**src/rtl/mem_port_arbiter.sv**
```systemverilog
// Round-robin arbiter sharing one fixed-latency memory port between fetch (0),
// data (1) and stack (2) requesters; one transaction in flight at a time.
module mem_port_arbiter #(
  parameter int ADDR_W  = 16,
  parameter int DATA_W  = 16,
  parameter int MEM_LAT = 2
) (
  input  logic                  clk,
  input  logic                  rst,
  input  logic [2:0]            req,
  input  logic [2:0]            we,
  input  logic [3*ADDR_W-1:0]   addr,
  input  logic [3*DATA_W-1:0]   wdata,
  output logic [2:0]            gnt,
  output logic [2:0]            done,
  output logic [DATA_W-1:0]     rdata,
  output logic                  busy,
  output logic [ADDR_W-1:0]     mem_addr,
  output logic [DATA_W-1:0]     mem_wdata,
  output logic                  mem_read,
  output logic                  mem_write,
  input  logic [DATA_W-1:0]     mem_rdata
);

  localparam logic [1:0] IDLE   = 2'd0;
  localparam logic [1:0] ACCESS = 2'd1;
  localparam logic [1:0] RESP   = 2'd2;

  // An illegal zero latency is treated as a single access cycle.
  localparam logic [3:0] LAT = (MEM_LAT < 1) ? 4'd1 : 4'(MEM_LAT);

  logic [1:0]        stateR;
  logic [1:0]        ptrR;
  logic [1:0]        idR;
  logic [3:0]        cntR;
  logic [1:0]        winId;
  logic              winValid;
  logic              winWe;
  logic [ADDR_W-1:0] winAddr;
  logic [DATA_W-1:0] winWdata;
  logic [1:0]        nextPtr;

  function automatic logic [2:0] oneHot(input logic [1:0] id);
    case (id)
      2'd0:    oneHot = 3'b001;
      2'd1:    oneHot = 3'b010;
      2'd2:    oneHot = 3'b100;
      default: oneHot = 3'b000;
    endcase
  endfunction

  // Round-robin winner: first set req bit scanning from ptrR upward, modulo 3.
  always_comb begin
    winId    = 2'd0;
    winValid = |req;
    case (ptrR)
      2'd1: begin
        if (req[1])      winId = 2'd1;
        else if (req[2]) winId = 2'd2;
        else             winId = 2'd0;
      end
      2'd2: begin
        if (req[2])      winId = 2'd2;
        else if (req[0]) winId = 2'd0;
        else             winId = 2'd1;
      end
      default: begin
        if (req[0])      winId = 2'd0;
        else if (req[1]) winId = 2'd1;
        else             winId = 2'd2;
      end
    endcase
  end

  // Select the winner's request fields; other slices never reach the port.
  always_comb begin
    winWe    = 1'b0;
    winAddr  = {ADDR_W{1'b0}};
    winWdata = {DATA_W{1'b0}};
    case (winId)
      2'd0: begin
        winWe    = we[0];
        winAddr  = addr[0 +: ADDR_W];
        winWdata = wdata[0 +: DATA_W];
      end
      2'd1: begin
        winWe    = we[1];
        winAddr  = addr[ADDR_W +: ADDR_W];
        winWdata = wdata[DATA_W +: DATA_W];
      end
      2'd2: begin
        winWe    = we[2];
        winAddr  = addr[2*ADDR_W +: ADDR_W];
        winWdata = wdata[2*DATA_W +: DATA_W];
      end
      default: begin
        winWe    = 1'b0;
        winAddr  = {ADDR_W{1'b0}};
        winWdata = {DATA_W{1'b0}};
      end
    endcase
  end

  // Pointer moves just past the requester that was served.
  always_comb begin
    case (idR)
      2'd0:    nextPtr = 2'd1;
      2'd1:    nextPtr = 2'd2;
      default: nextPtr = 2'd0;
    endcase
  end

  // Transaction sequencer: latch in IDLE, strobe for LAT cycles, then one RESP cycle.
  always_ff @(posedge clk) begin
    if (rst) begin
      stateR    <= IDLE;
      ptrR      <= 2'd0;
      idR       <= 2'd0;
      cntR      <= 4'd0;
      gnt       <= 3'b000;
      done      <= 3'b000;
      rdata     <= {DATA_W{1'b0}};
      busy      <= 1'b0;
      mem_addr  <= {ADDR_W{1'b0}};
      mem_wdata <= {DATA_W{1'b0}};
      mem_read  <= 1'b0;
      mem_write <= 1'b0;
    end else begin
      case (stateR)
        IDLE: begin
          if (winValid) begin
            idR       <= winId;
            mem_addr  <= winAddr;
            mem_wdata <= winWdata;
            mem_read  <= ~winWe;
            mem_write <= winWe;
            gnt       <= oneHot(winId);
            busy      <= 1'b1;
            cntR      <= LAT;
            stateR    <= ACCESS;
          end else begin
            stateR    <= IDLE;
          end
        end
        ACCESS: begin
          cntR <= cntR - 4'd1;
          if (cntR == 4'd1) begin
            if (!mem_write) begin
              rdata <= mem_rdata;
            end else begin
              rdata <= rdata;
            end
            mem_read  <= 1'b0;
            mem_write <= 1'b0;
            done      <= gnt;
            stateR    <= RESP;
          end else begin
            stateR    <= ACCESS;
          end
        end
        RESP: begin
          done   <= 3'b000;
          gnt    <= 3'b000;
          busy   <= 1'b0;
          ptrR   <= nextPtr;
          stateR <= IDLE;
        end
        default: begin
          done      <= 3'b000;
          gnt       <= 3'b000;
          busy      <= 1'b0;
          mem_read  <= 1'b0;
          mem_write <= 1'b0;
          stateR    <= IDLE;
        end
      endcase
    end
  end

endmodule

```
**config.mk**
```make
export PLATFORM = sky130hd
export DESIGN_NAME = mem_port_arbiter
export DESIGN_NICKNAME = d
export VERILOG_FILES = /design/src/rtl/mem_port_arbiter.sv
export SDC_FILE = /design/constraint.sdc
export NUM_CORES = 1
export LEC_CHECK = 0
export ABC_AREA = 1
export ABC_CLOCK_PERIOD_IN_PS = 1900
export CAP_MARGIN = 40
export CORE_MARGIN = 2
export CORE_UTILIZATION = 40
export CTS_CLUSTER_SIZE = 10
export DETAILED_ROUTE_END_ITERATION = 6
export PLACE_DENSITY = 0.84
export SYNTH_ARGS = -nofsm -noshare
export SYNTH_HDL_FRONTEND = slang
export SYNTH_SLANG_ARGS = --single-unit
```
**constraint.sdc**
```tcl
create_clock -name clk -period 1.9 [get_ports clk]
set_clock_uncertainty 0.05 [all_clocks]
set_input_delay 0.38 -clock clk [delete_from_list [all_inputs] [get_ports clk]]
set_output_delay 0.38 -clock clk [all_outputs]
set_load 0.005 [all_outputs]
```
### Yosys cells after proc, flatten, opt, wreduce, memory -nomap -nowiden

Index checks and enable logic that the tools add are counted.

* bitwise gates (word level): 5
* order comparisons: 0
* add/sub/neg operators: 1
* eq/ne operators: 10
* reduce and logical (&&, ||, !) cells: 11
* multiplexer cells: 28
* shift-type cells: 0
* $mul: 0
* divide/modulo/power cells: 0

Operator list (count)
* one-hot mux 16 bit (3 select lines): 2
* 2-to-1 mux 2 bit: 6
* one-hot mux 2 bit (2 select lines): 3
* one-hot mux 3 bit (2 select lines): 2
* one-hot mux 1 bit (3 select lines): 3
* one-hot mux 3 bit (3 select lines): 1
* equality test 2 x 1 -> 1 bit, second input constant: 4
* one-hot mux 4 bit (2 select lines): 1
* AND reduction 2 bit: 4
* equality test 2 bit, second input constant: 3
* logical NOT 2 bit: 3
* 2-to-1 mux 1 bit: 6
* 2-to-1 mux 3 bit: 2
* AND reduction 3 bit: 2
* NOT 1 bit: 5
* equality test 4 x 1 -> 1 bit, second input constant: 1
* 2-to-1 mux 4 bit: 1
* != test 2 bit, second input constant: 2
* subtractor 4 x 1 -> 4 bit, second input constant: 1
* OR reduction 3 bit: 1
* one-hot mux 1 bit (2 select lines): 1
* nonzero test 2 bit: 1

* output and inout port bits: 57
* bits in read-only memories: 0
* bits in latches: 0
* bits of input ports: 120
* flip-flop bits (word level): 67
* bits in writable memories: 0
* logic and storage cells: 67
* memories: 0

### Logic depth before layout (Yosys ltp)

* word-level depth: 8
* mapped depth: 11
* gate-level depth less buffers: 11

### Worst setup path before layout

No wires, ideal clock.

* kind: register to register
* start: reg ptrR[0]
* end: reg mem_wdata[12]
* path slack: 0.193 ns
* setup time: 0.071 ns
* clock period less this slack: 1.707 ns
* stages on the path, launching flop included: 12
* data arrival time: 1.586 ns
* path buffers: 2
* required time: 1.779 ns
* path through: dfxtp_1 -> inv_1 -> ha_1 -> a21oi_1 -> nand2_1 -> nand2_2 -> buf_4 -> buf_6 -> nand3_2 -> nand3_1 -> nand2_1 -> a21oi_2

* word-level cells in the longest chain between the ends: 4

Ends and longest elaborated chain
* from (decl): RTL line 33 `logic [1:0] ptrR;`
* from (signal assigned): RTL line 165 `ptrR <= nextPtr;`
* equality test 2 bit or equality test 2 x 1 -> 1 bit (tied branches): RTL line 56 `case (ptrR)`
* one-hot mux 2 bit (2 select lines) (*): RTL line 56
* equality test 2 bit, or another cell as far along: RTL line 80 `case (winId)`
* one-hot mux 16 bit (3 select lines) (*): RTL line 80
* to (signal assigned): RTL line 125 `mem_wdata <= {DATA_W{1'b0}};`
* to (signal assigned): RTL line 134 `mem_wdata <= winWdata;`
* to (decl): RTL line 19 `output logic [DATA_W-1:0] mem_wdata,`

Every way passes the cells marked *; elsewhere a longest branch is shown, timed or not.
A chain may end at the register's enable or synchronous reset.

### Final worst setup path

* start: reg ptrR[0]
* end: reg mem_wdata[7]

Same word-level chain as after synthesis.

==> impl_metrics.toml <==
[setup_path]
crit_fanout = 13
slowest_delay_ns = 0.34
worstSetupPathType = "register to register"
worst_ep_arrival_time_ns = 2.06
cp.required_ns = 2.12
cp-end-kind = "register"
start_kind = "register"
slowest_stage = "dfxtp_2"
cpMostUsedCell = "nand3_1"
crit_chain = "inv_2 > ha_4 > nor2_2 > buf_4 > a21oi_4 > buf_12 > clkbuf_16 > nand3_1 > nand3_1 > nand2_1 > a21oi_2"

[yosys]
avgSynthCellArea_um2 = 7.363
syn-cell-area_um2 = 3505
synthCells = 476
yosysUniqueCellTypes = 28
yosys_warnings = 0
ys_seq_elements = 67
synth_seq_area_share_pct = 38.27
synth_nets = 600

[drt]
via_per_inst = 5.277
firstDrtPassIters = 4
drc = 0
drt_iter0_drc = 182
dr_total_vias = 4026
routed_wl_um = 11660
ant_nets = 0
routedWlPerCell_um = 15.29

[place]
place_congestion = 0.8388
place_hpwl_um = 8036
place_inst = 740
portBuffers = 176

[run_status]
status = "finished, final reports clean"

[floorplan]
die_height_um = 97.61
rows = 34
dieArea_um2 = 9527
num_io_pins = 177
fp.dieW_um = 97.61
core_area_um2 = 8593
start_util_pct = 40.78

[clock_network]
cts_made_buffers = 9
insertion_delay_ns = 0.34
cts_root_buffer = "clkbuf_8"
clk_pin_slew_ns = 0.08
cts_hold_buf = 0
cts_buffer_depth = 2
clock-sinks = 67
h-tree-depth = 3
cts_tree = "yes"

[hold_path]
min_path_type = "register to register"

[sta]
max_slew_margin_pct = 63.72
fin_crit_sh_pct = 96.40
hold_viol_final = 0
min_period_ns = 1.832
slew_violations = 0
worst_slew_pin_slew_ns = 0.5442
setup_viol = 0
clock.fmax_mhz = 545.9

[layout]
finish.utilization_pct = 66.86
areaGrowthSynthToFinish_pct = 63.94
layout_commonest_cell = "clkdlybuf4s50_1"
diodes = 0
final_cell_mix = "clkdlybuf4s50_1, nand3_1, nand2_1"
stdcell_count = 763
nNetsFinal = 775
fill_cells = 705
layout-drive-gt1-share_pct = 14.35

[grt]
grt_max_degree = 40
gr-total-overflow = 0
grt_pass1_wl_um = 18150
grt_pass1_vias = 3819
track_usage_pct = 23.24
antenna_found_initial = 0

[pwr]
ir_drop_uv = 391.7
p_total_mw = 3.845
p_per_area_nw_per_um2 = 669.3
p_leak_nw = 2.236

[flow_run]
max-cap-violations = 0
[routing by layer]
layer | global-route usage, % | part of all wire [%] | up-vias
li1 | - | - | 1961
met4 | 7.692 | 2.2 | 0
met5 | 0 | 0 | -
met1 | 26.42 | 39 | 1869
met2 | 41.33 | 50 | 174
met3 | 7.122 | 7.9 | 22
[state kept, by name (all words and copies together), names as in the netlist]
signal     flops
mem_read       1
gnt            3
busy           1
cntR           4
mem_addr      16
stateR         2
mem_wdata     16
idR            2
rdata         16
done           3
ptrR           2
mem_write      1
[final timing paths]
path	startpoint	endpoint	slack [ns]	cells after the start
setup / recovery	ptrR[0]$_SDFFE_PP0P_	mem_wdata[7]$_SDFFE_PP0P_	0.07	11
hold reg to reg	rdata[8]$_SDFFE_PP0P_	rdata[8]$_SDFFE_PP0P_	0.39	2
hold / removal	rdata[8]$_SDFFE_PP0P_	rdata[8]$_SDFFE_PP0P_	0.39	2
setup reg to reg	ptrR[0]$_SDFFE_PP0P_	mem_wdata[7]$_SDFFE_PP0P_	0.07	11
[layout make-up]
type                       count  area, µm²  share of cell area (%)
timing repair buffer         202       2173                   37.83
multi-input combinational    333       1793                   31.21
sequential                    67       1344                   23.39
inverter                      38      142.6                   2.483
tap                          108      135.1                   2.352
clock buffer                   9      123.9                   2.156
clock inverter                 6      33.78                  0.5880
[cell usage after synthesis]
library cell | number | share of area (%)
nor2_1 | 7 | 0.75
buf_2 | 14 | 2.0
a21oi_2 | 17 | 4.2
a21oi_4 | 1 | 0.46
nand2_1 | 80 | 8.6
dfxtp_1 | 67 | 38
or2_1 | 1 | 0.18
inv_1 | 29 | 3.1
a21oi_1 | 42 | 6.0
nand4_1 | 1 | 0.18
buf_4 | 3 | 0.64
nand2_4 | 1 | 0.32
nand3_1 | 130 | 19
o21ai_1 | 6 | 0.86
nand3_2 | 10 | 2.9
nor2_2 | 3 | 0.54
ha_1 | 4 | 1.4
a211oi_1 | 2 | 0.43
o31ai_1 | 1 | 0.21
o21ai_0 | 19 | 2.7
clkbuf_1 | 9 | 0.96
a22oi_1 | 1 | 0.21
a32o_1 | 3 | 0.86
buf_6 | 12 | 3.9
inv_2 | 9 | 0.96
o21ai_2 | 1 | 0.25
nand2_2 | 2 | 0.36
o211ai_1 | 1 | 0.21
[metrics by stage]
stage | setup TNS, ns | setup slack, ns | cell area (µm²) | hold slack (ns)
2_1_floorplan | 0 | 0.1932 | 3505 | 0.3902
3_3_place_gp | -1.550 | -0.08454 | 5345 | 0.3812
3_5_place_dp | -4.268 | -0.1639 | 5345 | 0.3846
4_1_cts | 0 | 0.04833 | 5599 | 0.3969
5_1_grt | -0.03620 | -0.03620 | 5746 | 0.4147
6_report | 0 | 0.06832 | 5746 | 0.3949
[worst max-delay path: cells and delay by family, from the launching register on]
kind / cells / cell delay [ns]
buffers and inverters: 4 / 0.55
AO/OA/AOI/OAI: 2 / 0.25
adder cells (fa/ha/maj): 1 / 0.29
AND/OR/NAND/NOR: 4 / 0.28
flip-flops: 1 / 0.34
[where the power goes]
group          total [mW]  leakage, nW  switching (mW)  internal [mW]
Sequential           1.60        0.550          0.0731           1.53
Combinational        1.25         1.60           0.563          0.687
Clock               0.994       0.0884           0.538          0.456
[cells by family after synthesis]
group | Yosys count | share of synthesized area, %
AO/OA/AOI/OAI | 94 | 16.46
adder cells (fa/ha/maj) | 4 | 1.428
buffers and inverters | 76 | 11.53
flip-flops | 67 | 38.27
AND/OR/NAND/NOR | 235 | 32.31
[timing repair]
item / 4_1_cts / 5_1_grt
gates resized for setup: 5 / 10
endpoints found under the setup margin: 18 / 33
pin swaps: 2 / 2
buffers inserted: 1 / 0
gates cloned: 2 / 5
Note: power is estimated with default switching activity, not from simulation.
